### src/rtl/stat_counter_bank.sv
// -----------------------------------------------------------------------------
// stat_counter_bank
//
// Bank of NUM_CH independent event counters with a sticky per-channel
// overflow flag and a fixed-latency memory-mapped read port.
//
// Optional feature macro: STAT_CLEAR_ON_READ_EN
//   defined   : a counter read clears that counter and its overflow flag
//               after returning the old value; a bitmap read clears all
//               overflow flags except those set in the same cycle.
//   undefined : reads are non-destructive.
//
// Parameters:
//   NUM_CH   number of counter channels (1..CNT_W)
//   CNT_W    counter width in bits (2..64)
//   ADDR_W   read address width, 2^ADDR_W > NUM_CH
//   SATURATE 1 = hold at all-ones on overflow, 0 = wrap to zero
//
// Ports:
//   clk         rising-edge clock
//   reset       asynchronous active-high reset, clears all state
//   stat_valid  per-channel event strobe, bit i = one event on channel i
//   stat_reset  synchronous bank clear (counters and overflow flags)
//   rd_req      read request, accepted every cycle
//   rd_addr     read address, sampled with rd_req
//   rd_valid    one-cycle response strobe
//   rd_data     response data, holds when rd_valid is low
//   rd_err      address decode error, qualified by rd_valid
//
// Address map:
//   0 .. NUM_CH-1  counter value, zero-extended
//   NUM_CH         overflow bitmap, bit i = overflow flag of channel i
//   above          rd_data = 0, rd_err = 1
// -----------------------------------------------------------------------------
module stat_counter_bank #(
  parameter int NUM_CH   = 4,
  parameter int CNT_W    = 32,
  parameter int ADDR_W   = 8,
  parameter int SATURATE = 1
) (
  input  logic              clk,
  input  logic              reset,
  input  logic [NUM_CH-1:0] stat_valid,
  input  logic              stat_reset,
  input  logic              rd_req,
  input  logic [ADDR_W-1:0] rd_addr,
  output logic              rd_valid,
  output logic [CNT_W-1:0]  rd_data,
  output logic              rd_err
);

  // Read handshake: there is no ready signal. Every cycle with rd_req=1 is a
  // request that is accepted unconditionally; exactly one cycle later
  // rd_valid is high for one cycle with rd_data/rd_err for that address.
  // Responses never stall, so back-to-back requests give back-to-back
  // responses. While rd_valid is low, rd_data/rd_err keep their last value.

  localparam logic [CNT_W-1:0]  TERM_CNT    = '1;
  localparam logic [ADDR_W-1:0] BITMAP_ADDR = ADDR_W'(NUM_CH);

  // ---------------------------------------------------------------------------
  // State
  // ---------------------------------------------------------------------------
  logic [CNT_W-1:0]  cnt_q [NUM_CH];
  logic [CNT_W-1:0]  cnt_d [NUM_CH];
  logic [CNT_W-1:0]  base  [NUM_CH];
  logic [NUM_CH-1:0] ovf_q;
  logic [NUM_CH-1:0] ovf_d;
  logic [NUM_CH-1:0] ovf_evt;

  // Read-side clear controls (all zero when clear-on-read is disabled).
  logic [NUM_CH-1:0] rd_clr;
  logic              bitmap_clr;

  // Read mux outputs, registered into the response.
  logic [CNT_W-1:0]  mux_data;
  logic              mux_err;

  // ---------------------------------------------------------------------------
  // Read-side clear decode
  // ---------------------------------------------------------------------------
`ifdef STAT_CLEAR_ON_READ_EN
  always_comb begin
    rd_clr     = '0;
    bitmap_clr = rd_req && (rd_addr == BITMAP_ADDR);
    for (int i = 0; i < NUM_CH; i++) begin
      rd_clr[i] = rd_req && (rd_addr == ADDR_W'(i));
    end
  end
`else
  always_comb begin
    rd_clr     = '0;
    bitmap_clr = 1'b0;
  end
`endif

  // ---------------------------------------------------------------------------
  // Counter next-state
  // ---------------------------------------------------------------------------
  // A clear-on-read zeroes the counter before the same-cycle event is
  // applied, so that event lands on the fresh counter (value becomes 1) and
  // cannot itself overflow. stat_reset overrides everything.
  always_comb begin
    for (int i = 0; i < NUM_CH; i++) begin
      base[i]    = rd_clr[i] ? '0 : cnt_q[i];
      ovf_evt[i] = stat_valid[i] && (base[i] == TERM_CNT);
      cnt_d[i]   = base[i];
      if (stat_valid[i]) begin
        if (base[i] == TERM_CNT) begin
          cnt_d[i] = (SATURATE != 0) ? TERM_CNT : '0;
        end else begin
          cnt_d[i] = base[i] + CNT_W'(1);
        end
      end
      // Overflow flags are sticky; a clearing read drops the old flag but
      // keeps any overflow that happens in the same cycle.
      ovf_d[i] = ((rd_clr[i] || bitmap_clr) ? 1'b0 : ovf_q[i]) | ovf_evt[i];
      if (stat_reset) begin
        cnt_d[i] = '0;
        ovf_d[i] = 1'b0;
      end
    end
  end

  always_ff @(posedge clk or posedge reset) begin
    if (reset) begin
      for (int i = 0; i < NUM_CH; i++) begin
        cnt_q[i] <= '0;
      end
      ovf_q <= '0;
    end else begin
      for (int i = 0; i < NUM_CH; i++) begin
        cnt_q[i] <= cnt_d[i];
      end
      ovf_q <= ovf_d;
    end
  end

  // ---------------------------------------------------------------------------
  // Read mux: uses the registered (pre-update) values of this cycle.
  // ---------------------------------------------------------------------------
  always_comb begin
    mux_data = '0;
    mux_err  = 1'b0;
    if (rd_addr > BITMAP_ADDR) begin
      mux_err = 1'b1;
    end else if (rd_addr == BITMAP_ADDR) begin
      mux_data = CNT_W'(ovf_q);
    end else begin
      for (int i = 0; i < NUM_CH; i++) begin
        if (rd_addr == ADDR_W'(i)) begin
          mux_data = cnt_q[i];
        end
      end
    end
  end

  // ---------------------------------------------------------------------------
  // Response register
  // ---------------------------------------------------------------------------
  always_ff @(posedge clk or posedge reset) begin
    if (reset) begin
      rd_valid <= 1'b0;
      rd_data  <= '0;
      rd_err   <= 1'b0;
    end else begin
      rd_valid <= rd_req;
      if (rd_req) begin
        rd_data <= mux_data;
        rd_err  <= mux_err;
      end
    end
  end

endmodule

### config.mk
export PLATFORM = sky130hd
export DESIGN_NAME = stat_counter_bank
export DESIGN_NICKNAME = d
export VERILOG_FILES = /design/src/rtl/stat_counter_bank.sv
export SDC_FILE = /design/constraint.sdc
export NUM_CORES = 1
export LEC_CHECK = 0
export BUFFER_PORTS_ARGS = -buffer_cell sky130_fd_sc_hd__buf_2
export CAP_MARGIN = 20
export CELL_PAD_IN_SITES_DETAIL_PLACEMENT = 1
export CELL_PAD_IN_SITES_GLOBAL_PLACEMENT = 1
export CORE_MARGIN = 2
export CORE_UTILIZATION = 25
export CTS_CLUSTER_SIZE = 14
export DETAILED_ROUTE_END_ITERATION = 6
export PLACE_DENSITY_LB_ADDON = 0.2
export SYNTH_ARGS = -nofsm -noshare
export SYNTH_HDL_FRONTEND = slang
export SYNTH_SLANG_ARGS = --single-unit
### constraint.sdc
create_clock -name clk -period 6.1 [get_ports clk]
set_clock_uncertainty 0.2 [all_clocks]
set_input_delay 0.305 -clock clk [delete_from_list [all_inputs] [get_ports clk]]
set_output_delay 0.305 -clock clk [all_outputs]
set_load 0.005 [all_outputs]
==> results.md <==
- Top cells by count, synth: dfrtp_1, nor2_1, nand3_1
- Distinct cells, synth: 56
- Layout cells sized above 1: 14.0%
- Most frequent cell after synthesis: dfrtp_1
- Fraction of synthesized cell area taken by the top area cell type: 44.0%
- Worst-path clk slew: 70 ps
- Endpoints failing setup: 0
- Final critical-path required period: 2970 ps
- Number of port buffers: 49
- Global placer's final weighted congestion: 0.777
- Number of buffers inserted to repair setup after CTS: 0
- Kind of critical path: register to register
- Via count of the first global-routing pass: 8,277
- Die area: 0.0394 mm²
- Initial antenna violation count: 1
- Final slew viol count: 0
- Cells along the critical path: ha_1 -> nand4_1 -> or4_1 -> nor3_1 -> and4b_1 -> a211oi_1
- Share of synthesized area occupied by flip-flops and latches: 44.0%
- Register bit total from synthesis: 166
- Row count: 71
- Filler-free cell count of the finished design: 1,542
- Clk root buf: clkbuf_16
- Antenna cells: 0
- Clock sink count: 166
- Critical Path Sink Type: register
- Ys Warns: 0
- Mean instance size in the synthesized netlist: 9.38 µm²
- Sum of overflow across all layers after global routing: 0
- Setup repair after global routing missed its margin: false
- Post-synth net total: 1,027
- Maximum net fanout on the critical path: 7
- Leak Pwr: 4.21 nW
- Hold_ws: 83.0 ps
- Final worst-path cycle share: 48.7%
- Relative slew margins: 30.8%
- Arrival time at the worst endpoint: 3130 ps
- Number of enable flip-flop cells after synthesis: 0
- Pre-Repair DR Iteration Count: 4
- Detailed-route DRC error count: 0
- Post-DR vias/cell: 5.34
- Placed standard-cell area: 0.0102 mm²
- Die width: 198 µm
- Maximum number of pins on one net before global-route repair: 73
- Post-synth design cell area: 0.00945 mm²
- Post-layout nets: 1,039
- Top-level port count: 50
- Post-DP HPWL: 23.6 mm
- Ys async rst share: 100%
- Most area-consuming cells after synthesis: dfrtp_1, mux4_2, nor2_1
- Transition at the pin with the smallest max-transition slack: 1030 ps
- Result of the run: finished clean
- Class of the tightest hold or removal check: input port to register
- Clock latency of the later-clocked register in the worst-skew pair: 460 ps
- Element type at the critical path start: register
- Worst path max stage delay: 720 ps
- Number of endpoints with negative hold slack in the final report: 0
- Synthesized instance count: 1,007
- Minimum setup slack after placement: 3120 ps
- Aggregate negative setup slack: 0 ps
- Maximum clock insertion buffer count: 2
- Core ar.: 0.0374 mm²
- Pwr Total: 2.47 mW
- Total wire length after detailed routing: 33.0 mm
- Number of DRC violations after detailed-routing iteration 0: 556
- H-tree Lvls: 4
- Area leader, netlist: dfrtp_1
- Final setup slack of the worst path: 3130 ps
- Cell total after placement: 1,510
- Chip Height: 198 µm
- Global-route wire length before repair: 51.8 mm
- Clock buffer count from CTS: 17
- CP required: 6260 ps
- CTS tree: built
- Utilization after layout: 28.9%
- Slowest stage cell on the critical path: nor3_1
- Starting Density: 25.3%
- Aggregate global-route resource usage: 17.6%
- Layout Cell Area excl Fill: 0.0108 mm²
- Area Overhead vs Synth: 14.6%
- Vias after detailed routing: 8,238
- Top achievable clock speed: 336 MHz
- Routed WL per cell: 21.4 µm
- Ys flop type: dfrtp_1
- Worst voltage drop across the vdd grid: 0.139 mV
- Power per cell area: 228 mW/mm²
- Post-DRT Antenna Nets: 0
- # Max-Cap Violations: 0
==> state kept, by name, indices dropped and copies added (netlist names) <==
signal / flops
base: 128
rd_data: 32
ovf_q: 4
rd_err: 1
rd_valid: 1
==> what timing repair did <==
item                      CTS  global route
hold endpoints to repair   56             0
gates resized for setup     0             0
hold buffers                1             0
==> worst max-delay path, delay by kind of cell, from the launching register on <==
family                   cells  cell delay, ps
adder cells (fa/ha/maj)      1             280
AND/OR/NAND/NOR              4            1730
AO/OA/AOI/OAI                1             230
flip-flops                   1             440
==> path summary, 6_finish.rpt <==
kind / start / to / slack (ps) / cells after the start
worst max register to register: base[32] / base[53] / 3130 / 6
worst min register to register: rd_data[8] / rd_data[8] / 320 / 2
worst min-delay path: rd_addr[3] / rd_err / 80 / 5
worst max-delay path: base[32] / base[53] / 3130 / 6
min in group asynchronous: reset / base[119] / 280 / 3
max in group asynchronous: reset / base[81] / 4180 / 4
==> where the power goes <==
group          internal [mW]  leakage [nW]  switching, mW
Combinational         0.0297          1.60         0.0863
Sequential              1.11          2.30         0.0106
Clock                  0.730         0.308          0.510
==> placed cells by master (no fill, tap or decap), types with 4 or more instances in the layout <==
cell type	Yosys	final
buf_2	3	48
a41oi_1	6	6
and3_1	43	43
a31oi_1	40	40
nor2b_1	10	10
o21ai_0	40	40
nand4_1	35	35
nor2_1	96	95
a211oi_1	32	32
dfrtp_1	166	166
or4_1	5	5
and2_1	13	13
mux4_2	31	31
ha_1	4	4
or3_1	8	8
a21oi_1	50	50
clkbuf_16	0	17
bufinv_16	0	5
inv_1	51	50
a311oi_1	25	25
o21bai_1	7	7
nor4_1	25	25
nand3_1	66	66
o31a_1	5	5
and4_1	25	25
nor3_1	61	60
nor3b_1	4	4
o22ai_1	9	9
and4b_1	7	7
buf_4	0	12
nand2_1	34	34
==> kinds of logic after synthesis <==
| logic type | count (synthesis) | synth area share, % |
|---|---|---|
| fa+ha+maj | 4 | 0.530 |
| flops | 166 | 44.0 |
| mux | 36 | 8.10 |
| buf+inv | 119 | 4.85 |
| simple gates | 449 | 26.4 |
| compound gates | 231 | 16.0 |
| xor+xnor | 2 | 0.185 |
==> routing by layer <==
layer  up-vias  GRT usage [%]  share of wire [%]
li1       3897              -                  -
met1      4195           24.4                 49
met2       113           27.9                 47
met3        31           2.36                2.6
met4         2           6.24                2.2
met5         -              0              0.039
==> layout make-up <==
type	instances	area, µm²
Inverter	51	196
Fill cell	4282	26600
Clock buffer	17	425
Tap cell	511	639
Timing Repair Buffer	61	340
Multi-Input combinational cell	722	4840
Sequential cell	166	4150
Clock inverter	14	224
Note: power is estimated with default switching activity, not from simulation.
